--- config.mk ---
export PLATFORM = sky130hd
export DESIGN_NAME = tick_gen_flat
export DESIGN_NICKNAME = d
export VERILOG_FILES = /design/src/rtl/tick_gen_pkg.sv /design/src/rtl/tick_gen_if.sv /design/src/rtl/tick_gen_ch.sv /design/src/rtl/tick_gen.sv /design/src/flat_wrapper.sv
export SDC_FILE = /design/constraint.sdc
export NUM_CORES = 1
export LEC_CHECK = 0
export CORE_ASPECT_RATIO = 1.1
export CORE_MARGIN = 2
export CORE_UTILIZATION = 43
export DETAILED_ROUTE_END_ITERATION = 10
export PLACE_DENSITY = 0.7
export SLEW_MARGIN = 40
export SYNTH_ARGS = -nofsm -noshare
export SYNTH_HDL_FRONTEND = slang
export SYNTH_HIERARCHICAL = 1
export SYNTH_SLANG_ARGS = --single-unit
--- constraint.sdc ---
create_clock -name clk -period 4.7 [get_ports clk]
set_input_delay 1.175 -clock clk [delete_from_list [all_inputs] [get_ports clk]]
set_output_delay 1.175 -clock clk [all_outputs]
set_load 0.05 [all_outputs]
--- src/rtl/tick_gen_pkg.sv ---
// Shared constants for the fan-controller tick generator.
// Standard periods assume a 1 kHz clk with PRESCALE = 1.
package tick_gen_pkg;

  localparam int P_1S    = 1000;
  localparam int P_500MS = 500;
  localparam int P_250MS = 250;
  localparam int P_200MS = 200;
  localparam int P_100MS = 100;

  localparam int CH_1S    = 0;
  localparam int CH_500MS = 1;
  localparam int CH_250MS = 2;
  localparam int CH_200MS = 3;
  localparam int CH_100MS = 4;

  // A prescaler of 1 still needs a one-bit counter so the compare stays legal.
  function automatic int pre_width(input int prescale);
    return (prescale > 1) ? $clog2(prescale) : 1;
  endfunction

endpackage

--- src/rtl/tick_gen_if.sv ---
// Control and pulse bundle between a timing master and tick_gen.
interface tick_gen_if
  import tick_gen_pkg::*;
#(
  parameter int NUM_CH = 5,
  parameter int CNT_W  = 10
);

  logic                    en;
  logic [NUM_CH-1:0]       ch_en;
  logic [NUM_CH-1:0]       oneshot;
  logic [NUM_CH-1:0]       load;
  logic [NUM_CH*CNT_W-1:0] period_i;
  logic                    base_tick_o;
  logic [NUM_CH-1:0]       tick_o;
  logic [NUM_CH-1:0]       done_o;

  modport master (
    output en, ch_en, oneshot, load, period_i,
    input  base_tick_o, tick_o, done_o
  );

  modport slave (
    input  en, ch_en, oneshot, load, period_i,
    output base_tick_o, tick_o, done_o
  );

endinterface

--- src/rtl/tick_gen_ch.sv ---
// One tick channel: holds its own period and mode, counts prescaler strobes
// and emits a one-cycle pulse on terminal count. A one-shot channel halts
// with done set until it is reloaded or disabled.
module tick_gen_ch
  import tick_gen_pkg::*;
#(
  parameter int CNT_W = 10
) (
  input  logic             clk,
  input  logic             rst_n,
  input  logic             stb,
  input  logic             ch_en,
  input  logic             oneshot,
  input  logic             load,
  input  logic [CNT_W-1:0] period,
  output logic             tick,
  output logic             done
);

  logic [CNT_W-1:0] period_r;
  logic [CNT_W-1:0] cnt;
  logic             mode_r;

  // Prioritised channel update: load, disable, idle, terminal count, count.
  always_ff @(posedge clk) begin
    if (!rst_n) begin
      period_r <= '0;
      cnt      <= '0;
      mode_r   <= 1'b0;
      tick     <= 1'b0;
      done     <= 1'b0;
    end else if (load) begin
      period_r <= period;
      mode_r   <= oneshot;
      cnt      <= '0;
      done     <= 1'b0;
      tick     <= 1'b0;
    end else if (!ch_en) begin
      cnt  <= '0;
      tick <= 1'b0;
      done <= 1'b0;
    end else if (period_r == '0 || done) begin
      tick <= 1'b0;
    end else if (stb && cnt == period_r - CNT_W'(1)) begin
      // period_r is nonzero here, so the decrement cannot wrap.
      cnt  <= '0;
      tick <= 1'b1;
      if (mode_r) done <= 1'b1;
    end else if (stb) begin
      cnt  <= cnt + CNT_W'(1);
      tick <= 1'b0;
    end else begin
      tick <= 1'b0;
    end
  end

endmodule

--- src/rtl/tick_gen.sv ---
// Multi-channel tick generator: a shared prescaler produces the base strobe,
// and each channel divides that strobe by its own run-time period.
module tick_gen
  import tick_gen_pkg::*;
#(
  parameter int NUM_CH   = 5,
  parameter int CNT_W    = 10,
  parameter int PRESCALE = 1
) (
  input  logic        clk,
  input  logic        rst_n,
  tick_gen_if.slave   bus
);

  localparam int PRE_W = pre_width(PRESCALE);

  logic [PRE_W-1:0]  pre_cnt;
  logic              stb;
  logic              base_tick_r;
  logic [NUM_CH-1:0] tick_w;
  logic [NUM_CH-1:0] done_w;

  // All channels see the same strobe, so their phases stay aligned.
  assign stb = bus.en && (pre_cnt == PRE_W'(PRESCALE - 1));

  // Prescaler advances only while running and wraps on the strobe.
  always_ff @(posedge clk) begin
    if (!rst_n) begin
      pre_cnt     <= '0;
      base_tick_r <= 1'b0;
    end else begin
      base_tick_r <= stb;
      if (bus.en) pre_cnt <= stb ? '0 : pre_cnt + PRE_W'(1);
    end
  end

  for (genvar g = 0; g < NUM_CH; g++) begin : g_ch
    tick_gen_ch #(
      .CNT_W(CNT_W)
    ) u_ch (
      .clk     (clk),
      .rst_n   (rst_n),
      .stb     (stb),
      .ch_en   (bus.ch_en[g]),
      .oneshot (bus.oneshot[g]),
      .load    (bus.load[g]),
      .period  (bus.period_i[g*CNT_W +: CNT_W]),
      .tick    (tick_w[g]),
      .done    (done_w[g])
    );
  end

  assign bus.base_tick_o = base_tick_r;
  assign bus.tick_o      = tick_w;
  assign bus.done_o      = done_w;

endmodule

--- src/flat_wrapper.sv ---
// flat-port wrapper written by rule: the top's interface ports become plain ports
module tick_gen_flat import tick_gen_pkg::*;
#(
  parameter int NUM_CH   = 5,
  parameter int CNT_W    = 10,
  parameter int PRESCALE = 1
)
  (clk, rst_n, bus_en, bus_ch_en, bus_oneshot, bus_load, bus_period_i, bus_base_tick_o, bus_tick_o, bus_done_o);
  tick_gen_if #(.NUM_CH(NUM_CH), .CNT_W(CNT_W)) bus_i ();
  input  logic clk;
  input  logic rst_n;
  input wire logic [$bits(bus_i.en)-1:0] bus_en;
  input wire logic [$bits(bus_i.ch_en)-1:0] bus_ch_en;
  input wire logic [$bits(bus_i.oneshot)-1:0] bus_oneshot;
  input wire logic [$bits(bus_i.load)-1:0] bus_load;
  input wire logic [$bits(bus_i.period_i)-1:0] bus_period_i;
  output wire logic [$bits(bus_i.base_tick_o)-1:0] bus_base_tick_o;
  output wire logic [$bits(bus_i.tick_o)-1:0] bus_tick_o;
  output wire logic [$bits(bus_i.done_o)-1:0] bus_done_o;
  assign bus_i.en = bus_en;
  assign bus_i.ch_en = bus_ch_en;
  assign bus_i.oneshot = bus_oneshot;
  assign bus_i.load = bus_load;
  assign bus_i.period_i = bus_period_i;
  assign bus_base_tick_o = bus_i.base_tick_o;
  assign bus_tick_o = bus_i.tick_o;
  assign bus_done_o = bus_i.done_o;
  tick_gen #(.NUM_CH(NUM_CH), .CNT_W(CNT_W), .PRESCALE(PRESCALE)) u_core (.clk(clk), .rst_n(rst_n), .bus(bus_i));
endmodule
Word-level counts from Yosys, hierarchy flattened

Index checks and enable logic that the tools add are counted.

Register bits after elaboration: 117
Input port bits: 68
Output and inout bits: 11

Add/sub/neg operators: 11
Eq/ne operators: 5
Mux-type cells: 16
Bitwise gates (word level): 12
Reduce and logical (&&, ||, !) cells: 41

Operator list:

| operator              | number |
|---|---|
| $mux 10               | 10 |
| $add 10x1->10 const B | 5 |
| $eq 10x10->1          | 5 |
| $logic_not 10->1      | 5 |
| $sub 10x1->10 const B | 5 |
| $reduce_or 4->1       | 5 |
| $reduce_and 3->1      | 5 |
| $reduce_or 3->1       | 5 |
| $not 1->1             | 12 |
| $reduce_and 2->1      | 5 |
| $reduce_bool 2->1     | 5 |
| $logic_and 1x1->1     | 6 |
| $mux 1                | 6 |
| $logic_or 1x1->1      | 5 |
| $add 1x1->1 const B   | 1 |

Logic depth before layout (Yosys ltp)

Word-level depth: 5
Mapped depth: 11
Gate-level depth less buffers: 8

Hierarchy

The synthesis kept the hierarchy.

Modules (own cells, without submodules):

| module                                | times used | cells each | area each (um2) |
|---|---|---|---|
| tick_gen_ch (u_core.g_ch[0].u_ch ...) | 4          | 160        | 1422.6 |
| tick_gen_ch (u_core.g_ch[1].u_ch)     | 1          | 164        | 1457.6 |
| tick_gen                              | 1          | 5          | 68.8 |

Least setup slack after synthesis

Ideal clock, no wire load.

Kind: register to register
From: register u_core.g_ch[1].u_ch.period_r[0]
To: register u_core.g_ch[1].u_ch.cnt[6]
Arrival time: 2.558 ns
Path slack: 2.008 ns
Stages on the path, launching flop included: 11
Path buffers: 2
Cells stage by stage: dfxtp_1 clkbuf_1 inv_1 ha_1 buf_2 or4b_2 o311ai_1 nor3_1 nand3_1 xor2_1 a211oi_1

Longest elaborated chain between the ends: 5
Elaborated cells on any way between the ends: 9

RTL lines:

| item                        | RTL line          | text |
|---|---|---|
| start, declared             | tick_gen_ch.sv:20 | `logic [CNT_W-1:0] period_r;` |
| start signal, assigned      | tick_gen_ch.sv:33 | `period_r <= period;` |
| $sub 10x1->10               | tick_gen_ch.sv:44 | `end else if (stb && cnt == period_r - CNT_W'(1)) begin` |
| $eq 10x10->1                | tick_gen_ch.sv:44 |  |
| $logic_and 1x1->1           | tick_gen_ch.sv:44 |  |
| $reduce_bool 2->1 (no line) | -                 |  |
| $reduce_and 2->1 (no line)  | -                 |  |
| end signal, assigned        | tick_gen_ch.sv:50 | `cnt <= cnt + CNT_W'(1);` |
| end, declared               | tick_gen_ch.sv:21 | `logic [CNT_W-1:0] cnt;` |

Several ways; a longest one is shown, not always the timed one.
A chain may end at the register's enable or synchronous reset.

Final worst setup path

From: input port bus_en
To: register u_core.g_ch[2].u_ch.tick

Longest elaborated chain between the ends: 3

RTL lines:

| item                 | RTL line           | text |
|---|---|---|
| start, declared      | flat_wrapper.sv:12 | `input wire logic [$bits(bus_i.en)-1:0] bus_en;` |
| $logic_and 1x1->1    | tick_gen.sv:24     | `assign stb = bus.en && (pre_cnt == PRE_W'(PRESCALE - 1));` |
| via u_core.stb       | tick_gen.sv:18     | `logic stb;` |
| $logic_and 1x1->1    | tick_gen_ch.sv:44  |  |
| $mux 1               | tick_gen_ch.sv:44  |  |
| end signal, assigned | tick_gen_ch.sv:43  | `tick <= 1'b0;` |
| end signal, assigned | tick_gen_ch.sv:47  | `tick <= 1'b1;` |
| end signal, assigned | tick_gen_ch.sv:51  | `tick <= 1'b0;` |
| end, declared        | tick_gen_ch.sv:16  | `output logic tick,` |

The timed path passes the listed nets, and every way through them passes these cells.

==> impl_metrics.tcl <==
set metrics [dict create \
    antenna_left 0 \
    post-route-min-period_ps 3120 \
    synth_edf_count 0 \
    mostFrequentLayoutCell "dfxtp_1" \
    fin_hold_ws_ps 509 \
    area_growth_pct 20.0 \
    die_w_um 128 \
    layout_common_cells "dfxtp_1 (117), clkdlybuf4s50_1 (77), nor2b_1 (59), mux2i_1 (55), xor2_1 (46)" \
    cp-start-kind "input pin" \
    seqCellArea_mm2 0.00234 \
    antenna_found_initial 0 \
    routabilityCongestion 0.856 \
    coreArea_mm2 0.0164 \
    multi_input_area_mm2 0.00459 \
    synth_nets 887 \
    antennaDiodeCount 0 \
    cts_tree "done" \
    peakVddDrop_mv 0.297 \
    endpoint_kind "register" \
    drcViolationCount 0 \
    drt-total-wl_um 16700 \
    die_h_um 140 \
    critPathSlowestCell "clkdlybuf4s50_1" \
    timing_worst_setup_path_type "input pin to register" \
    cts_made_buffers 17 \
    htree_levels 4 \
    clock_skew_ps 8.80 \
    placedInstanceArea_mm2 0.00804 \
    fin_util_pct 52.9 \
    ys_types 67 \
    rr_startpoint "u_core/g_ch[2].u_ch/period_r[0]" \
    grtUsageTotal_pct 19.3 \
    cts_root_buffer "clkbuf_16" \
    ys_warn_count 6 \
    rows 49 \
    fin_nets 944 \
    io_buffers 78 \
    cp-startpoint "bus_en" \
    rsz0062_at_grt "false" \
    pin_count 79 \
    first_global_vias 5700 \
    tightest_slew_ps 838 \
    clockBufferDepth 2 \
    critical-path-top-delay-family "simple AND/OR/NAND/NOR gates" \
    cap_viol_max_count 0 \
    yosys_most_used_dff "dfxtp_1" \
    async_reset_ff_share_pct 0 \
    start_util_pct 44.1 \
    cts_resized 0 \
    path_buf_inv 1 \
    status "finished clean" \
    synth_seq_area_share_pct 32.5 \
    clkSinkCount 117 \
    dp_hpwl_um 12000 \
    path_cells "clkdlybuf4s50_1 -> and2b_2 -> nand2_1 -> a2111oi_0 -> nand4_2 -> nor2_4 -> nor4b_4" \
    syn_avg_cell_area_um2 8.92 \
    leakagePower_uw 0.00313 \
    slew_violations 0 \
    clock.fmax_mhz 320 \
    dieArea_mm2 0.0178 \
    max_stage_delay_ps 480 \
    ys_ff_latch 117 \
    cts_setup_buffers 0 \
    worst-path-max-fanout 15 \
    vias 6163 \
    ctsHoldBuffers 0 \
    grt_overflow 0 \
    dpl.cell_count 1051 \
    synth_area_mm2 0.00722 \
    relSlewSlack_pct 44.0 \
    hold_viol_final 0 \
    min_from "u_core/g_ch[1].u_ch/cnt[1]" \
    final_layout_size_suffix_gt1_share_pct 10.9 \
    grt_pass1_wl_um 27900 \
    final_area_mm2 0.00866 \
    dr.pass1.iters 5 \
    hold_path.class "register to register" \
    cp.arrival_ps 3450 \
    drt-vias-per-instance 5.70 \
    stdcell_count 1082 \
    wl_per_cell_um 15.4 \
    clk_pin_slew_ps 50 \
    cp_data_required_time_ps 5030 \
    netlist_instances 809 \
    clkLatencyLatePin_ps 420 \
    powerDensity_mw_per_mm2 321 \
    setup_tns_ps 0 \
    grt_max_degree 42 \
    setup_viol 0 \
    drtIter0Drc 354 \
    fin_crit_sh_pct 66.4 \
    fill_cells 1511 \
]
cells in the mapped netlist, types with 6 or more instances:
cell / number / area, µm²
mux2i_1: 55 / 551
o22ai_1: 12 / 75.1
nor3_1: 34 / 170
a21oi_1: 38 / 190
xnor2_1: 39 / 342
clkbuf_1: 21 / 78.8
o21ai_0: 21 / 105
a211oi_1: 30 / 225
or3_1: 10 / 62.6
nand3_1: 30 / 150
o211ai_1: 9 / 67.6
nor3b_1: 9 / 67.6
a311oi_1: 6 / 52.6
or4_4: 6 / 67.6
ha_1: 10 / 125
nor2b_1: 59 / 369
buf_6: 6 / 67.6
and4_1: 6 / 52.6
nor2_1: 35 / 131
dfxtp_1: 117 / 2340
nand2_1: 45 / 169
xor2_1: 46 / 403
inv_1: 25 / 93.8
nand4_1: 11 / 68.8
or2_2: 6 / 37.5
tightest hold or removal path, cell delays in order, from the launching register on:
cell,delay [ps]
dfxtp_1,340
nand2_1,70
a21oi_1,50
logic make-up after synthesis:
| logic type | Yosys count | share of synthesized area [%] |
|---|---|---|
| simple gates | 307 | 26.3 |
| compound gates | 169 | 17.2 |
| flops | 117 | 32.5 |
| xor+xnor | 85 | 10.3 |
| buf+inv | 66 | 4.35 |
| mux | 55 | 7.63 |
| fa+ha+maj | 10 | 1.73 |
routing by layer:
layer  wire (µm)  track usage, %  vias to the layer above
li1            -               -                     3089
met1        7730            25.0                     2910
met2        8010            31.5                      145
met3         705            4.58                       19
met4         250            6.71                        0
met5           0               0                        -
worst paths after layout:
kind                                end  slack, ps  depth (start not counted)
max            u_core/g_ch[2].u_ch/tick       1580                          7
min          u_core/g_ch[1].u_ch/cnt[1]        510                          2
max reg2reg  u_core/g_ch[2].u_ch/cnt[5]       1820                          8
min reg2reg  u_core/g_ch[1].u_ch/cnt[1]        510                          2
state kept, by name, indices dropped and copies added (netlist names):
| signal | cells |
|---|---|
| u_core/g_ch.u_ch/done | 5 |
| u_core/g_ch.u_ch/period_r | 50 |
| u_core/g_ch.u_ch/tick | 5 |
| u_core/bus.base_tick_o | 1 |
| u_core/g_ch.u_ch/mode_r | 5 |
| u_core/pre_cnt | 1 |
| u_core/g_ch.u_ch/cnt | 50 |
layout make-up:
cell class	instances	area share [%]
timing repair buffer	79	9.05
multi-input combinational	626	53.0
sequential	117	27.1
clock buffer	22	5.71
clock inverter	9	1.16
inverter	25	1.08
tap	204	2.95
metrics by stage:
step                setup WS (ps)  total power, µW
detailed placement           1150             1500
global placement             1230             1490
CTS                          1600             2810
finish                       1580             2780
floorplan                    2010             1370
global route                 1280             2900
report_power, final:
group | internal, µW | total [µW] | switching (µW)
logic | 199 | 408 | 209
clock network | 842 | 1300 | 459
registers | 1020 | 1070 | 50.5
total | 2060 | 2780 | 718
No activity file was read; power rests on OpenSTA's default activity.
